File: src/rtl/fpu_operand_queue.sv
// Operand FIFO between instruction issue and the FPU input-conversion stage.
// Optional macro FPU_OPQ_BYPASS_EN enables a zero-latency path when the queue is empty.
module fpu_operand_queue #(
  parameter int DEPTH = 2
) (
  input  logic                     clk,
  input  logic                     reset_n,
  input  logic                     flush,
  input  logic                     in_valid,
  output logic                     in_ready,
  input  logic [63:0]              in_op1,
  input  logic [63:0]              in_op2,
  input  logic [3:0]               in_op_type,
  input  logic                     in_P,
  output logic                     out_valid,
  input  logic                     out_ready,
  output logic [63:0]              out_op1,
  output logic [63:0]              out_op2,
  output logic [3:0]               out_op_type,
  output logic                     out_P,
  output logic [$clog2(DEPTH):0]   count
);

  localparam int PW = $clog2(DEPTH);
  localparam int CW = PW + 1;
  localparam logic [CW-1:0] DEPTH_C = CW'(DEPTH);

  typedef struct packed {
    logic [63:0] op1;
    logic [63:0] op2;
    logic [3:0]  op_type;
    logic        p;
  } entry_t;

  entry_t          mem_q [DEPTH];
  logic [PW-1:0]   wr_ptr_q, wr_ptr_d;
  logic [PW-1:0]   rd_ptr_q, rd_ptr_d;
  logic [CW-1:0]   count_q, count_d;

  entry_t          in_entry;
  entry_t          out_entry;
  logic            stored_valid;
  logic            bypass;
  logic            push_en;
  logic            pop_en;

  assign in_entry     = '{op1: in_op1, op2: in_op2, op_type: in_op_type, p: in_P};
  assign stored_valid = (count_q != '0);
  assign in_ready     = (count_q < DEPTH_C);

`ifdef FPU_OPQ_BYPASS_EN
  assign bypass = (count_q == '0) && in_valid && out_ready && !flush;
`else
  assign bypass = 1'b0;
`endif

  // A bypassed operand is consumed on the spot, so it must not also be stored.
  assign push_en = in_valid && in_ready && !bypass;
  assign pop_en  = stored_valid && out_ready;

  always_comb begin
    wr_ptr_d = wr_ptr_q;
    rd_ptr_d = rd_ptr_q;
    count_d  = count_q;
    if (flush) begin
      wr_ptr_d = '0;
      rd_ptr_d = '0;
      count_d  = '0;
    end else begin
      if (push_en) wr_ptr_d = wr_ptr_q + PW'(1);
      if (pop_en)  rd_ptr_d = rd_ptr_q + PW'(1);
      case ({push_en, pop_en})
        2'b10:   count_d = count_q + CW'(1);
        2'b01:   count_d = count_q - CW'(1);
        default: count_d = count_q;
      endcase
    end
  end

  // NOTE: state registers use non-blocking assignments so every flop samples pre-edge values.
  always_ff @(posedge clk or negedge reset_n) begin
    if (!reset_n) begin
      wr_ptr_q <= '0;
      rd_ptr_q <= '0;
      count_q  <= '0;
    end else begin
      wr_ptr_q <= wr_ptr_d;
      rd_ptr_q <= rd_ptr_d;
      count_q  <= count_d;
    end
  end

  // NOTE: storage is left unreset; outputs are masked to zero whenever no entry is valid.
  always_ff @(posedge clk) begin
    if (push_en && !flush) mem_q[wr_ptr_q] <= in_entry;
  end

  always_comb begin
    out_valid = stored_valid;
    out_entry = stored_valid ? mem_q[rd_ptr_q] : '0;
`ifdef FPU_OPQ_BYPASS_EN
    if (bypass) begin
      out_valid = 1'b1;
      out_entry = in_entry;
    end
`endif
  end

  assign out_op1     = out_entry.op1;
  assign out_op2     = out_entry.op2;
  assign out_op_type = out_entry.op_type;
  assign out_P       = out_entry.p;
  assign count       = count_q;

endmodule

File: config.mk
export PLATFORM = sky130hd
export DESIGN_NAME = fpu_operand_queue
export DESIGN_NICKNAME = d
export VERILOG_FILES = /design/src/rtl/fpu_operand_queue.sv
export SDC_FILE = /design/constraint.sdc
export NUM_CORES = 1
export LEC_CHECK = 0
export BUFFER_PORTS_ARGS = -buffer_cell sky130_fd_sc_hd__buf_2
export CAP_MARGIN = 20
export CORE_UTILIZATION = 54
export CTS_BUF_LIST = sky130_fd_sc_hd__clkbuf_4
export CTS_CLUSTER_SIZE = 12
export DETAILED_ROUTE_END_ITERATION = 7
export PLACE_DENSITY = 0.82
export SLEW_MARGIN = 20
export SYNTH_ARGS = -nofsm -noshare
export SYNTH_HDL_FRONTEND = slang
export SYNTH_SLANG_ARGS = --single-unit
File: constraint.sdc
create_clock -name clk -period 14.8 [get_ports clk]
set_input_delay 2.96 -clock clk [delete_from_list [all_inputs] [get_ports clk]]
set_output_delay 2.96 -clock clk [all_outputs]
set_load 0.02 [all_outputs]
==> reports/metrics.cfg <==
[logic_synthesis]
ys_ff_latch = 270
synth_sequential_area_ratio_pct = 78.78
synth_flop_cell = sky130_fd_sc_hd__edfxtp_1
syn-cell-area_um2 = 10270
synth-edff-count = 266
yosysUniqueCellTypes = 21
synth_top_area_share_pct = 77.81
syn_nets = 723
postSynthAreaPerCell_um2 = 17.55
synth-async-reset-ratio_pct = 1.481
synth_warnings = 0
top_cells_by_area_synth = sky130_fd_sc_hd__edfxtp_1, sky130_fd_sc_hd__mux2i_1, sky130_fd_sc_hd__nor2_1
netlist_instances = 585
synth_top_area_cell = sky130_fd_sc_hd__edfxtp_1

[timing]
unrepaired_setup_endpoints_after_global_routing = no
fin_worst_hold_slack_ns = 0.5853
worst_slew_margin_rel_pct = 30.65
post-route-period-util_pct = 40.74
total_count_of_max_transition_violations_in_the_final_report = 0
final_sum_of_negative_setup_slack_ns = 0
max_clock_freq_ghz = 0.1659
setup-violations-final = 0
finalClockSkew_ns = 0.04924
period_needed_ns = 6.029
worst_pin_slew_ns = 1.040
final.setup.worst_slack_ns = 8.771
timing_hold_violations_final = 0

[clock_network]
insertion_delay_ns = 0.64
clkSinkCount = 270
hold_buffers = 0
cts.root.buffer_cell = sky130_fd_sc_hd__clkbuf_4
clock_tree.buffer_depth = 3
clk_pin_slew_worst_paths_ns = 0.07
post_cts_resize_count = 0
post-cts-setup-buffers = 0
cts_inserted_buffers = 70
tritoncts = done
cts_max_level = 3

[cells_and_area]
final-seq-area_um2 = 8092
n_fill_cell = 1302
drive_gt1_share_pct = 41.81
synth_to_layout_area_growth_pct = 23.64
final_nets = 1050
final_util_pct = 68.09
instances_no_fill = 1187
multiInputGateArea_um2 = 1958

[floorplanning]
floorplan.die.height_um = 139.9
initial_utilization_pct = 55.07
io_pins = 275
chipWidth_um = 139.9
core_area_um2 = 18640
floorplan.die_area_um2 = 19570
floorplan.rows = 50

[worst_setup_path]
worstPathRequired_ns = 11.84
timing.critical_path.from_type = register
worstSetupPathType = reg2out
cp-end-kind = output port
crit_path_max_fanout = 58
critical_path_arrival_ns = 3.07

[global_routing]
total_global_route_track_usage_pct = 20.47
global_route_wire_length_before_repair_um = 30530
grt-ovfl-total = 0
grt_antenna_before_repair = 1
largest_net_degree_at_the_start_of_global_routing = 73
grt_pass1_vias = 6250

[detailed_routing]
antenna_left = 0
wire_per_inst_um = 17.01
wirelength_um = 20190
drt-pass1-iter-count = 4
initialDrtViolationCount = 256
detail_route.vias_per_cell = 5.161
drc_errors = 0
dr_total_vias = 6126

[flow_run]
drv.max_cap_violation_count = 0

[hold_path]
hold_class = reg2reg

[status]
result_of_the_run = complete, no violations

[placed_design]
numPlacedInstances = 1074
hpwlAfterDp_um = 12860
gpl.final_weighted_congestion = 0.7349
dp_slack_ns = 9.454
port_buffers = 274

[power]
worst_ir_drop_vdd_v = 0.00009316
power_per_cell_area_nw_per_um2 = 135.6
cellLeakagePower_nw = 4.946

final timing paths:
| kind | from | endpoint | slack (ns) | depth (start not counted) |
|---|---|---|---|---|
| max | rd_ptr_q$_DFFE_PN0P_ | out_op1[61] | 8.77 | 4 |
| min | wr_ptr_q$_DFFE_PN0P_ | wr_ptr_q$_DFFE_PN0P_ | 0.59 | 2 |
| max reg2reg | count[1]$_DFFE_PN0P_ | mem_q[0][20]$_DFFE_PP_ | 12.05 | 4 |
| min reg2reg | wr_ptr_q$_DFFE_PN0P_ | wr_ptr_q$_DFFE_PN0P_ | 0.59 | 2 |
| max in group asynchronous | reset_n | rd_ptr_q$_DFFE_PN0P_ | 12.51 | 1 |
| min in group asynchronous | reset_n | rd_ptr_q$_DFFE_PN0P_ | 2.15 | 1 |
Yosys cell counts (2+ instances only):
master,n
sky130_fd_sc_hd__nor2b_1,2
sky130_fd_sc_hd__dfrtp_1,4
sky130_fd_sc_hd__a21oi_1,2
sky130_fd_sc_hd__buf_8,6
sky130_fd_sc_hd__buf_2,7
sky130_fd_sc_hd__mux2i_1,134
sky130_fd_sc_hd__xor2_1,2
sky130_fd_sc_hd__edfxtp_1,266
sky130_fd_sc_hd__buf_4,8
sky130_fd_sc_hd__nor2_1,135
sky130_fd_sc_hd__inv_1,2
sky130_fd_sc_hd__buf_1,7
sky130_fd_sc_hd__o21ai_0,2
worst max-delay path, stage by stage (launching register included):
cell and delay (ns):
sky130_fd_sc_hd__dfrtp_4 0.84, sky130_fd_sc_hd__buf_4 0.86, sky130_fd_sc_hd__mux2i_1 0.35, sky130_fd_sc_hd__nor2_1 0.08, sky130_fd_sc_hd__buf_2 0.20
cell usage in the layout (no fill, tap or decap):
cell type,synthesis,routed
sky130_fd_sc_hd__clkinv_1,0,3
sky130_fd_sc_hd__clkinv_2,0,1
sky130_fd_sc_hd__mux2i_1,134,134
sky130_fd_sc_hd__nor3b_2,0,1
sky130_fd_sc_hd__a21oi_1,2,2
sky130_fd_sc_hd__buf_2,7,274
sky130_fd_sc_hd__nor2_4,1,1
sky130_fd_sc_hd__bufinv_16,0,3
sky130_fd_sc_hd__o21ai_0,2,2
sky130_fd_sc_hd__edfxtp_1,266,266
sky130_fd_sc_hd__a21o_1,1,1
sky130_fd_sc_hd__dfrtp_1,4,3
sky130_fd_sc_hd__inv_1,2,2
sky130_fd_sc_hd__nor2b_1,2,2
sky130_fd_sc_hd__clkbuf_4,0,103
sky130_fd_sc_hd__buf_4,8,10
sky130_fd_sc_hd__nand2b_2,1,1
sky130_fd_sc_hd__nor3_2,0,1
sky130_fd_sc_hd__xor2_1,2,2
sky130_fd_sc_hd__nand2_1,1,1
sky130_fd_sc_hd__nand2b_1,1,1
sky130_fd_sc_hd__clkinvlp_4,0,2
sky130_fd_sc_hd__diode_2,0,1
sky130_fd_sc_hd__dfrtp_4,0,1
sky130_fd_sc_hd__nor2_1,135,135
state kept, by name, summed over array words and instances (netlist names):
name	flops
rd_ptr_q	1
mem_q	266
wr_ptr_q	1
count	2
area by class of cell:
class                      instances  share of cell area, %
antenna                            1                0.01971
clock buffer                     103                  6.092
clock inverter                     9                 0.9561
inverter                           2                0.05914
multi-input combinational        284                  15.43
sequential                       270                  63.75
tap                              234                  2.307
timing repair buffer             284                  11.39
stage by stage:
step | area (um2) | power [W]
after CTS | 12690 | 0.001747
after detailed placement | 11800 | 0.001103
final | 12690 | 0.001721
after global placement | 11800 | 0.001097
after floorplan | 10270 | 0.001042
after global routing | 12690 | 0.001797
logic make-up after synthesis:
group	synth area share, %
AO/OA/AOI/OAI	0.2682
buffers and inverters	2.243
AND/OR/NAND/NOR	5.472
XOR/XNOR	0.1707
multiplexers	13.07
flip-flops	78.78
where the power goes:
part	switching, W	internal, W
clock	0.000270	0.000367
sequential	0.0000125	0.000877
combinational	0.000126	0.0000696
total	0.000408	0.00131
metal layers:
metal	track usage, %	routed length, um	up-vias
met2	35.45	10350	269
met5	0	0	-
met4	9.254	360	0
li1	-	-	2875
met1	23.55	7782	2954
met3	5.953	1701	28
No activity file was read; power rests on OpenSTA's default activity.
